$ cat src/rtl/corelet_pkg.sv
// Shared corelet types and default sizes for the psum drain path.
package corelet_pkg;

  localparam int COL_DEF     = 8;
  localparam int PSUM_BW_DEF = 16;
  localparam int ADDR_BW_DEF = 11;
  localparam int PSUM_VEC_W  = COL_DEF * PSUM_BW_DEF;

  typedef enum logic [2:0] {
    IDLE,
    WAIT,
    READ,
    ACC,
    WRITE,
    DONE
  } drain_state_t;

endpackage

$ cat src/rtl/psum_lane_adder.sv
// col parallel psum_bw-bit wrapping adders, lane0 in the LSBs; purely combinational.
module psum_lane_adder #(
  parameter int col     = 8,
  parameter int psum_bw = 16
) (
  input  logic [col*psum_bw-1:0] a,
  input  logic [col*psum_bw-1:0] b,
  output logic [col*psum_bw-1:0] sum
);

  for (genvar l = 0; l < col; l++) begin : g_lane
    // Carry out of each lane is dropped: two's complement wrap, no saturation.
    assign sum[l*psum_bw +: psum_bw] = a[l*psum_bw +: psum_bw] + b[l*psum_bw +: psum_bw];
  end

endmodule

$ cat src/rtl/psum_drain_ctrl.sv
// OFIFO-to-psum-SRAM drain sequencer. Define DRAIN_ACC_EN to build the
// read-modify-write accumulate path (READ/ACC states and lane adders).
module psum_drain_ctrl
  import corelet_pkg::*;
#(
  parameter int col      = COL_DEF,
  parameter int psum_bw  = PSUM_BW_DEF,
  parameter int addr_bw  = ADDR_BW_DEF,
  parameter int tile_len = 16
) (
  input  logic                   clk,
  input  logic                   reset,
  input  logic                   start,
  input  logic [addr_bw-1:0]     base_addr,
  input  logic                   acc_mode,
  input  logic                   ofifo_valid,
  input  logic [col*psum_bw-1:0] ofifo_dout,
  output logic                   ofifo_rd,
  output logic                   sram_cen,
  output logic                   sram_wen,
  output logic [addr_bw-1:0]     sram_a,
  output logic [col*psum_bw-1:0] sram_d,
  input  logic [col*psum_bw-1:0] sram_q,
  output logic                   busy,
  output logic                   done
);

  localparam int VW    = col * psum_bw;
  localparam int CNT_W = (tile_len > 1) ? $clog2(tile_len) : 1;
  localparam logic [CNT_W-1:0] LAST = CNT_W'(tile_len - 1);

  drain_state_t       state_q, state_d;
  logic [CNT_W-1:0]   cnt_q;
  logic [addr_bw-1:0] base_q, a_q;
  logic [VW-1:0]      data_q, data_d, d_q;
  logic               last;

  assign last = (cnt_q == LAST);

`ifdef DRAIN_ACC_EN
  logic          acc_q;
  logic [VW-1:0] sum;

  psum_lane_adder #(.col(col), .psum_bw(psum_bw)) u_adder (
    .a   (data_q),
    .b   (sram_q),
    .sum (sum)
  );
`else
  logic acc_q;
  logic unused_acc;
  assign acc_q      = 1'b0;
  assign unused_acc = ^{sram_q, acc_mode};
`endif

  always_comb begin
    state_d = state_q;
    data_d  = data_q;
    case (state_q)
      IDLE:  if (start) state_d = WAIT;
      WAIT:  if (ofifo_valid) begin
               data_d  = ofifo_dout;
               state_d = acc_q ? READ : WRITE;
             end
`ifdef DRAIN_ACC_EN
      READ:  state_d = ACC;
      ACC:   begin
               data_d  = sum;
               state_d = WRITE;
             end
`endif
      WRITE: state_d = last ? DONE : WAIT;
      DONE:  state_d = IDLE;
      default: state_d = IDLE;
    endcase
  end

  always_ff @(posedge clk) begin
    if (!reset) begin
      state_q <= IDLE;
      cnt_q   <= '0;
      base_q  <= '0;
      data_q  <= '0;
      a_q     <= '0;
      d_q     <= '0;
`ifdef DRAIN_ACC_EN
      acc_q   <= 1'b0;
`endif
    end else begin
      state_q <= state_d;
      data_q  <= data_d;
      if (state_q == IDLE && start) begin
        base_q <= base_addr;
        cnt_q  <= '0;
`ifdef DRAIN_ACC_EN
        acc_q  <= acc_mode;
`endif
      end
      if (state_q == WRITE && !last) cnt_q <= cnt_q + CNT_W'(1);
      // SRAM address/data are loaded on entry to an access state so they hold between accesses.
      if (state_d == READ || state_d == WRITE) a_q <= base_q + addr_bw'(cnt_q);
      if (state_d == WRITE) d_q <= data_d;
    end
  end

  assign ofifo_rd = reset & (state_q == WAIT) & ofifo_valid;
  assign sram_cen = !(state_q == READ || state_q == WRITE);
  assign sram_wen = !(state_q == WRITE);
  assign sram_a   = a_q;
  assign sram_d   = d_q;
  assign busy     = (state_q != IDLE);
  assign done     = (state_q == DONE);

endmodule
$ cat config.mk
export PLATFORM = sky130hd
export DESIGN_NAME = psum_drain_ctrl
export DESIGN_NICKNAME = d
export VERILOG_FILES = /design/src/rtl/corelet_pkg.sv /design/src/rtl/psum_lane_adder.sv /design/src/rtl/psum_drain_ctrl.sv
export SDC_FILE = /design/constraint.sdc
export NUM_CORES = 1
export LEC_CHECK = 0
export BUFFER_PORTS_ARGS = -buffer_cell sky130_fd_sc_hd__clkbuf_2
export CAP_MARGIN = 10
export CORE_AREA = 2 2 162 164
export CTS_CLUSTER_SIZE = 30
export DETAILED_ROUTE_END_ITERATION = 6
export DIE_AREA = 0 0 164 166
export GPL_TIMING_DRIVEN = 0
export SYNTH_ARGS = -nofsm -noshare
export SYNTH_HDL_FRONTEND = slang
export SYNTH_HIERARCHICAL = 1
export SYNTH_SLANG_ARGS = --single-unit
$ cat constraint.sdc
create_clock -name clk -period 2.4 [get_ports clk]
set_input_delay 0.12 -clock clk [delete_from_list [all_inputs] [get_ports clk]]
set_output_delay 0.12 -clock clk [all_outputs]
set_load 0.02 [all_outputs]
==> results of run 1 <==
## state kept, by name, summed over array words and instances (netlist names)
register,count
base_q,11
cnt_q,4
sram_a,11
sram_d,128
state_q,3
## worst max-delay path: stages, from the launching register on
cell and delay [ns]:
dfxtp_1 0.40, ha_1 0.22, inv_1 0.06, fa_1 0.38
nand2b_1 0.21, a21o_1 0.20, or3_1 0.35, a31oi_1 0.16
## worst paths after layout
| check | end | slack (ns) |
|---|---|---|
| worst max-delay path | sram_a[10]$_SDFFE_PN0P_ | 0.34 |
| worst min-delay path | state_q[0]$_SDFF_PN0_ | 0.03 |
| worst max register to register | sram_a[10]$_SDFFE_PN0P_ | 0.34 |
| worst min register to register | sram_d[52]$_SDFFE_PN0N_ | 0.45 |
## per-layer routing
layer  track usage, %  vias up  wire [um]
met5                0        -          0
met3            4.021       29       1184
met4            5.873        0        539
li1                 -     3309          -
met2            27.27      202      10510
met1            17.79     3023       9098
## layout by cell type, fill, tap and decap left out, drive strengths merged, types with 2 or more instances in the layout
master	instances
nand2b	3
clkinvlp	3
mux2i	2
clkbuf	327
a311o	2
nor2b	2
and4	3
o21a	2
nor2	8
xor2	2
nand4	2
o21ai	9
nand3	7
buf	39
a211oi	7
o21bai	2
a21oi	148
nand2	284
bufinv	2
dlygate4sd3	139
inv	11
dfxtp	157
nor3	5
ha	5
or3	2
clkinv	5
## logic make-up (layout without fill, tap and decap cells)
family	Yosys count	after routing	synth area share [%]
AO/OA/AOI/OAI	177	177	16.86
XOR/XNOR	3	3	0.4185
adder cells (fa/ha/maj)	6	6	1.315
buffers and inverters	69	526	6.495
flip-flops	157	157	50.05
multiplexers	2	2	0.3188
other	1	1	0.05972
AND/OR/NAND/NOR	323	323	24.49
## timing repair
| action | CTS | global route |
|---|---|---|
| endpoints found under the hold margin | 139 | 0 |
| hold buffers | 139 | 0 |
| resized for setup | 0 | 0 |
## final cells by class
cell class / count / area share (%)
Sequential cell: 157 / 31.07
Tap cell: 335 / 4.143
Timing Repair Buffer: 425 / 27.90
Clock buffer: 18 / 4.341
Clock inverter: 14 / 1.546
Multi-Input combinational cell: 512 / 26.97
Buffer: 62 / 3.772
Inverter: 7 / 0.2597
## power by group through the flow
stage,sequential [mW],combinational (mW),clock [mW]
floorplan,2.76,0.164,0
global placement,2.73,0.423,0
detailed placement,2.73,0.423,0
CTS,2.67,0.606,2.88
global route,2.68,0.657,2.97
finish,2.67,0.605,2.77
==> reports/results.ini, run 1 <==
[outcome]
outcome=finished clean

[logic_synthesis]
synth_common_cells=nand2_1 (254), dfxtp_1 (157), a21oi_1 (118)
async_flop_share_pct=0
synth.yosys.seq_area_share_pct=50.05
ys_ff_latch=157
syn_nets=1016
netlist_area_mm2=0.006280
synth_cell_types=45
synth_area_per_cell_um2=8.509
synth_top_cell_by_area=dfxtp_1
synth_top_area_share_pct=50.05
ys_top_cells_by_area=dfxtp_1 (50%), nand2_1 (15%), a21oi_1 (9.4%)
ys.flop_type=dfxtp_1
syn_inst=738
synth_edf_count=0
yosysWarningCount=6
yosysMostFrequentCell=nand2_1

[timing]
setup_violations=0
min_period_ns=2.064
rsz0062_at_grt=false
whs_ns=0.03455
slew_headroom_pct=50.77
setup_tns_ns=0
hold_viol=0
tightest_slew_ns=0.7384
period_share_pct=86.00
skew_ns=0.009140
fmax_mhz=484.5
finalWorstSetupSlack_ns=0.3360
maxSlewViolCount=0

[floorplanning]
core_area_mm2=0.02562
io-pin-count=416
row_count=59
die_x_um=164
initial_core_util_pct=24.52
die_area_mm2=0.02722
dieHeight_um=166

[worst_setup_path]
cp_data_required_time_ns=2.74
crit_fanout=4
crit_start=cnt_q[0]$_SDFFE_PN0P_
endpoint_kind=register
critPathKind=register to register
worstReg2RegStart=cnt_q[0]$_SDFFE_PN0P_
cp.arrival_ns=2.41
startpoint_type=register
reg2reg_depth=7

[placed_design]
hpwl_um=15260
port_buffers=286
dp.cells=1359
post-place-ws_ns=0.3477
placed_cell_area_mm2=0.008130
gp_congestion=0.8239

[clock_tree]
numClockSinks=157
cts_max_path_buffers=2
clkLatencyLatePin_ns=0.42
cts_root_buf=clkbuf_16
clk_pin_slew_ns=0.07
cts_setup_buffers=0
tritoncts=yes
htree_num_levels=4
numCtsBuffers=17

[power]
switching_share_pct=24.83
vdd_drop_max_uv=438.7
netSwitchingPower_mw=1.502
power.density_mw_per_mm2=597.8
finalPower_mw=6.048
p_comb_share_pct=10.0
p_leak_nw=4.391
pwr-share-seq_pct=44.2
p_int_mw=4.546
clkPwrFrac_pct=45.8

[global_route]
track_usage_pct=15.48
grt_pass1_wl_um=33150
grt_overflow=0
grt_antenna_before_repair=0
grt_max_degree=17
grt_pass1_vias=6480

[drt]
dr.pass1.iters=6
routed_wl_um=21340
drc_errors=0
via_count=6563
routed_via_density=4.290
drt_iter0_drc=314
final_antenna_net_count=0
wire_per_inst_um=13.95

[layout]
nets=1460
regArea_mm2=0.003143
stdcell_count=1530
multi_input_area_mm2=0.002729
post-route-util_pct=39.50
finalInstanceArea_mm2=0.01012
fillers=2591
antennaDiodeCount=0
synthToLayoutAreaGrowth_pct=61.11
drive_gt1_share_pct=35.06

[min_path]
min_from=ofifo_valid
whs_path_depth=4
hp-class=primary input to register

[job]
cap_violations=0

Note: power is estimated with default switching activity, not from simulation.
==> inputs of run 2 (changes only) <==
--- a/config.mk
+++ b/config.mk
@@ -7,10 +7,11 @@
 export LEC_CHECK = 0
 export BUFFER_PORTS_ARGS = -buffer_cell sky130_fd_sc_hd__clkbuf_2
 export CAP_MARGIN = 10
-export CORE_AREA = 2 2 162 164
+export CORE_AREA = 10 10 153 155
+export CTS_BUF_LIST = sky130_fd_sc_hd__clkbuf_4
 export CTS_CLUSTER_SIZE = 30
 export DETAILED_ROUTE_END_ITERATION = 6
-export DIE_AREA = 0 0 164 166
+export DIE_AREA = 0 0 163 165
 export GPL_TIMING_DRIVEN = 0
 export SYNTH_ARGS = -nofsm -noshare
 export SYNTH_HDL_FRONTEND = slang
==> run 2 against run 1 <==
Die area down 1.2%. Design area down 3.0%. Flip-flop and latch count unchanged. Wire length is 12% higher. Global-route usage rose by 2.0 points. Clock power is 39% lower. Sequential share of layout area up 0.95 points.
==> reports/results.ini, run 2 (same netlist as run 1, synthesis figures left out) <==
[outcome]
outcome=finished clean

[floorplanning]
row_count=52  ; -12%
die_x_um=163  ; -0.61%
core_area_mm2=0.02017  ; -21%
dieHeight_um=165  ; -0.60%
io-pin-count=416  ; unchanged
die_area_mm2=0.02690  ; -1.2%
initial_core_util_pct=31.14  ; +6.6 points

[power]
clkPwrFrac_pct=34.0  ; -12 points
p_comb_share_pct=12.4  ; +2.4 points
p_int_mw=3.621  ; -20%
netSwitchingPower_mw=1.370  ; -8.7%
finalPower_mw=4.991  ; -17%
vdd_drop_max_uv=250.7  ; -43%
power.density_mw_per_mm2=508.4  ; -15%
pwr-share-seq_pct=53.6  ; +9.4 points
p_leak_nw=4.289  ; -2.3%
switching_share_pct=27.45  ; +2.6 points

[worst_setup_path]
path_buf_inv=3  ; +2
slowest_stage=dlygate4sd3_1
crit_start=state_q[1]$_SDFF_PN0_
r2r-end=base_q[10]$_SDFFE_PN0P_
r2r_slack_ns=0.21  ; -0.12 ns
endpoint_kind=register
cpMostUsedCell=dlygate4sd3_1
startpoint_type=register
cp.arrival_ns=2.70  ; +0.29 ns
path_depth=6  ; -1
path_delay_family=buffers and inverters
crit_fanout=9  ; +5
crit_chain=buf_2 > nor4b_4 > nand2_1 > dlygate4sd3_1 > a21oi_1 > dlygate4sd3_1
cp_data_required_time_ns=2.91  ; +0.17 ns
reg2reg_depth=6  ; -1
critPathCapture=base_q[10]$_SDFFE_PN0P_
worstReg2RegStart=state_q[1]$_SDFF_PN0_
slowest_delay_ns=0.56  ; +0.16 ns
critPathKind=register to register

[drt]
drt_iter0_drc=457  ; +46%
routed_wl_um=23970  ; +12%
wire_per_inst_um=16.26  ; +17%
routed_via_density=4.523  ; +5.4%
dr.pass1.iters=4  ; -2
final_antenna_net_count=0  ; unchanged
via_count=6667  ; +1.6%
drc_errors=0  ; unchanged

[global_route]
grt_pass1_vias=6813  ; +5.1%
grt_max_degree=17  ; unchanged
use_met3_pct=4.257  ; +0.24 points
met1_usage_pct=19.81  ; +2.0 points
grtUsageMet2_pct=30.13  ; +2.9 points
grt_pass1_wl_um=37330  ; +13%
track_usage_pct=17.43  ; +2.0 points
busiest_layer=met2
grt_overflow=0  ; unchanged
grt_antenna_before_repair=2  ; +2

[layout]
stdcell_count=1474  ; -3.7%
drive_gt1_share_pct=34.86  ; -0.20 points
synthToLayoutAreaGrowth_pct=56.33
largest_register_ffs=128  ; unchanged
mostFrequentLayoutCells=clkbuf_2 (286), nand2_1 (254), dfxtp_1 (157), dlygate4sd3_1 (146), a21oi_1 (118)
layout_commonest_cell=clkbuf_2
nets=1467  ; +0.48%

[timing]
fmax_mhz=457.2  ; -5.6%
tightest_slew_ns=0.7117  ; -0.02666 ns
rsz0062_at_grt=false
period_share_pct=91.13  ; +5.1 points
setup_violations=0  ; unchanged
setup_tns_ns=0  ; unchanged
maxSlewViolCount=0  ; unchanged
hold_viol=0  ; unchanged
min_period_ns=2.187  ; +0.1231 ns
skew_ns=0.02180  ; +0.01266 ns
slew_headroom_pct=52.55  ; +1.8 points

[placed_design]
hpwl_um=17220  ; +13%
gp_congestion=0.8649  ; +5.0%
dp.cells=1294  ; -4.8%
port_buffers=286  ; unchanged

[clock_tree]
cts_max_path_buffers=2  ; unchanged
numClockSinks=157  ; unchanged
cts_root_buf=clkbuf_4
clk_pin_slew_ns=0.15  ; +0.08 ns
tritoncts=yes
cts_setup_buffers=0  ; unchanged
numCtsBuffers=17  ; unchanged
clkLatencyLatePin_ns=0.55  ; +0.13 ns
htree_num_levels=4  ; unchanged

[job]
cap_violations=0  ; unchanged

[min_path]
hp-class=primary input to register

==> run 2: what timing repair did <==
item	4_1_cts	5_1_grt
hold endpoints to repair	144	0
hold buffers	146	0
gates resized for setup	0	1
setup endpoints to repair	0	1
==> run 2: per-stage QoR <==
step           util [%]  setup WS (ns)  hold WS [ns]  instance area, um2
2_1_floorplan         -         0.5116        0.2382                6280
6_report          48.67         0.2129        0.3100                9817
5_1_grt           48.67        0.02897        0.2644                9817
3_5_place_dp      39.91         0.3894        0.3492                8049
4_1_cts           48.60         0.1372        0.2431                9803
3_3_place_gp      39.91         0.4100        0.3437                8049
==> run 2: power groups by stage <==
| stage | Clock (mW) | Sequential, mW | Combinational (mW) |
|---|---|---|---|
| floorplan | 0 | 2.76 | 0.164 |
| global placement | 0 | 2.73 | 0.422 |
| detailed placement | 0 | 2.73 | 0.424 |
| CTS | 1.77 | 2.67 | 0.619 |
| global route | 1.86 | 2.68 | 0.675 |
| finish | 1.70 | 2.67 | 0.621 |
==> run 2: how the worst min path moves through the flow <==
stage                     cells past startpoint       startpoint                       end  slack [ns]
after floorplan                               2   ofifo_dout[17]   sram_d[17]$_SDFFE_PN0N_        0.24
after global placement                        3  ofifo_dout[103]  sram_d[103]$_SDFFE_PN0N_        0.34
after detailed placement                      3  ofifo_dout[117]  sram_d[117]$_SDFFE_PN0N_        0.35
after CTS                                     4   ofifo_dout[21]   sram_d[21]$_SDFFE_PN0N_        0.24
after global routing                          4   ofifo_dout[98]   sram_d[98]$_SDFFE_PN0N_        0.26
final                                         4   ofifo_dout[95]   sram_d[95]$_SDFFE_PN0N_        0.31
==> run 2: worst reg2reg max path: stages (launching register included) <==
cell and delay [ns]:
dfxtp_1 0.32, buf_2 0.17, nor4b_4 0.35, nand2_1 0.08, dlygate4sd3_1 0.56, a21oi_1 0.11, dlygate4sd3_1 0.55
==> run 2: routing by layer <==
metal	routed length, um	vias to the layer above
met5	0	-
met4	906	0
met3	1331	54
met2	12030	211
met1	9706	3075
li1	-	3327
==> run 2: final cells by class <==
class	instances	area (um2)
Inverter	7	26.28
Clock buffer	18	135.1
Timing Repair Buffer	432	2893
Antenna cell	2	5.005
Buffer	62	381.6
Clock inverter	14	157.7
Fill cell	1994	10350
Multi-Input combinational cell	512	2738
Sequential cell	157	3143
Tap cell	270	337.8
==> inputs of run 3 (changes only) <==
--- a/config.mk
+++ b/config.mk
@@ -7,12 +7,16 @@
 export LEC_CHECK = 0
 export BUFFER_PORTS_ARGS = -buffer_cell sky130_fd_sc_hd__clkbuf_2
 export CAP_MARGIN = 10
-export CORE_AREA = 10 10 153 155
+export CELL_PAD_IN_SITES_DETAIL_PLACEMENT = 0
+export CELL_PAD_IN_SITES_GLOBAL_PLACEMENT = 1
+export CORE_ASPECT_RATIO = 1.4
+export CORE_MARGIN = 10
+export CORE_UTILIZATION = 29
 export CTS_BUF_LIST = sky130_fd_sc_hd__clkbuf_4
 export CTS_CLUSTER_SIZE = 30
 export DETAILED_ROUTE_END_ITERATION = 6
-export DIE_AREA = 0 0 163 165
 export GPL_TIMING_DRIVEN = 0
+export PLACE_DENSITY_LB_ADDON = 0.1
 export SYNTH_ARGS = -nofsm -noshare
 export SYNTH_HDL_FRONTEND = slang
 export SYNTH_HIERARCHICAL = 1
==> run 3 against run 2 <==
Global-route usage down 0.77 points. Clock-buffer cell count is 1 lower. Non-clock buffer count stayed put. Clock skew shrank 0.0046 ns. Worst setup slack worse by 0.0092 ns. Largest power group unchanged. Total power decreased by 1.2%. Combinational power fell by 1%. Register-to-register slack about the same.
==> reports/results.ini, run 3 (same netlist as run 1, synthesis figures left out) <==
[floorplanning]
die_x_um=144.4  ; -11%
die_area_mm2=0.02802  ; +4.2%
initial_core_util_pct=29.51  ; -1.6 points
io-pin-count=416  ; unchanged
row_count=63  ; +21%
dieHeight_um=194.1  ; +18%
core_area_mm2=0.02128  ; +5.5%

[drt]
final_antenna_net_count=0  ; unchanged
routed_via_density=4.392  ; -2.9%
wire_per_inst_um=16.04  ; -1.4%
drt_iter0_drc=199  ; -56%
dr.pass1.iters=4  ; unchanged
drc_errors=0  ; unchanged
via_count=6416  ; -3.8%
routed_wl_um=23430  ; -2.2%

[global_route]
grt_antenna_before_repair=1  ; -1
grt_pass1_vias=6776  ; -0.54%
grt_pass1_wl_um=36960  ; -0.98%
grt_max_degree=17  ; unchanged
grt_overflow=0  ; unchanged
track_usage_pct=16.66  ; -0.77 points

[timing]
tightest_slew_ns=0.7493  ; +0.03759 ns
min_period_ns=2.196  ; +0.009174 ns
hold_viol=0  ; unchanged
skew_ns=0.01722  ; -0.004581 ns
setup_tns_ns=0  ; unchanged
maxSlewViolCount=0  ; unchanged
slew_headroom_pct=50.04  ; -2.5 points
fmax_mhz=455.3  ; -0.42%
finalWorstSetupSlack_ns=0.2037  ; -0.009174 ns
setup_violations=0  ; unchanged
rsz0062_at_grt=false
period_share_pct=91.51  ; +0.38 points

[worst_setup_path]
slowest_stage=dfxtp_1
cpMostUsedCell=buf_2
path_buf_inv=5  ; +2
r2r-end=base_q[10]$_SDFFE_PN0P_
slowest_delay_ns=0.33  ; -0.23 ns
path_delay_family=buffers and inverters
critPathKind=register to output port
worstReg2RegStart=state_q[1]$_SDFF_PN0_
r2r_slack_ns=0.21  ; about the same
cp.arrival_ns=2.08  ; -0.62 ns
endpoint_kind=output port
crit_fanout=10  ; +1
cp_data_required_time_ns=2.28  ; -0.63 ns
reg2reg_depth=6  ; unchanged
crit_chain=buf_2 > and4bb_1 > buf_4 > buf_12 > nand2_1 > inv_1 > buf_2
startpoint_type=register

[layout]
largest_register_ffs=128  ; unchanged
mostFrequentLayoutCells=clkbuf_2 (285), nand2_1 (254), dfxtp_1 (157), dlygate4sd3_1 (146), a21oi_1 (118)
drive_gt1_share_pct=34.61  ; -0.25 points
nets=1467  ; unchanged
layout_commonest_cell=clkbuf_2
fillers=2153  ; +8.0%
synthToLayoutAreaGrowth_pct=55.87

[min_path]
hp-class=primary input to register
min_from=ofifo_dout[105]
whs_path_depth=4  ; unchanged
min_to=sram_d[105]$_SDFFE_PN0N_

[clock_tree]
clk_pin_slew_ns=0.14  ; about the same
tritoncts=yes
cts_root_buf=clkbuf_4
cts_max_path_buffers=2  ; unchanged
numCtsBuffers=17  ; unchanged
numClockSinks=157  ; unchanged
htree_num_levels=4  ; unchanged
clkLatencyLatePin_ns=0.56  ; about the same

[placed_design]
gp_congestion=0.7388  ; -15%
port_buffers=286  ; unchanged
hpwl_um=17720  ; +2.9%
post-place-ws_ns=0.3690  ; -0.02043 ns

[power]
power.density_mw_per_mm2=503.7  ; -0.93%
vdd_drop_max_uv=262.3  ; +4.6%
p_leak_nw=4.288  ; about the same

[job]
cap_violations=0  ; unchanged

[outcome]
outcome=finished clean

==> run 3: area by class of cell <==
cell class              instances  area (um2)  share of cell area [%]
repair buffers                432        2893                   29.55
inverters                       7       26.28                  0.2684
clock buffers                  17       127.6                   1.304
flip-flops and latches        157        3143                   32.11
multi-input cells             512        2738                   27.97
plain buffers                  62       381.6                   3.899
diodes                          2       5.005                 0.05113
clock inverters                12       148.9                   1.521
well taps                     260       325.3                   3.324
==> run 3: worst register-to-register path, delay by kind of cell, from the launching register on <==
family          cells  cell delay (ns)
flops               1             0.31
simple gates        2             0.44
buf+inv             3             1.28
compound gates      1             0.12
==> run 3: how the worst max path moves through the flow <==
| stage | slack [ns] | from | depth (start not counted) | endpoint |
|---|---|---|---|---|
| floorplan | 0.51 | cnt_q[0]$_SDFFE_PN0P_ | 7 | sram_a[10]$_SDFFE_PN0P_ |
| global placement | 0.37 | cnt_q[0]$_SDFFE_PN0P_ | 7 | sram_a[10]$_SDFFE_PN0P_ |
| detailed placement | 0.37 | cnt_q[0]$_SDFFE_PN0P_ | 7 | sram_a[10]$_SDFFE_PN0P_ |
| CTS | 0.08 | state_q[1]$_SDFF_PN0_ | 6 | base_q[10]$_SDFFE_PN0P_ |
| global route | 0.01 | state_q[2]$_SDFF_PN0_ | 7 | ofifo_rd |
| finish | 0.20 | state_q[2]$_SDFF_PN0_ | 7 | ofifo_rd |
==> run 3: where the power goes <==
group	switching, mW	internal (mW)	leakage, nW	total, mW
clock	0.943	0.700	0.143	1.64
combinational	0.290	0.325	2.88	0.615
sequential	0.0259	2.65	1.27	2.67
total	1.26	3.67	4.29	4.93
==> run 3: per-layer routing <==
layer | global-route usage [%] | share of wire [%]
met5 | 0 | 0
met2 | 27.62 | 48
met3 | 6.618 | 8.4
met1 | 18.26 | 41
met4 | 7.143 | 3.1
==> run 3: repair_timing <==
action	CTS	global route
buffers inserted	0	0
endpoints found under the setup margin	0	1
hold buffers	146	0
gates resized for setup	0	2
endpoints found under the hold margin	143	0
==> run 3: through the flow <==
step	instances	utilization (%)	hold slack [ns]	power (mW)	area (um2)
6_report	1461	45.99	0.3117	4.930	9788
5_1_grt	1461	45.99	0.2579	5.185	9788
4_1_cts	1459	45.93	0.2260	5.039	9774
2_1_floorplan	738	-	0.2382	2.928	6280
3_3_place_gp	1284	37.76	0.3435	3.158	8036
3_5_place_dp	1284	37.76	0.3489	3.159	8036
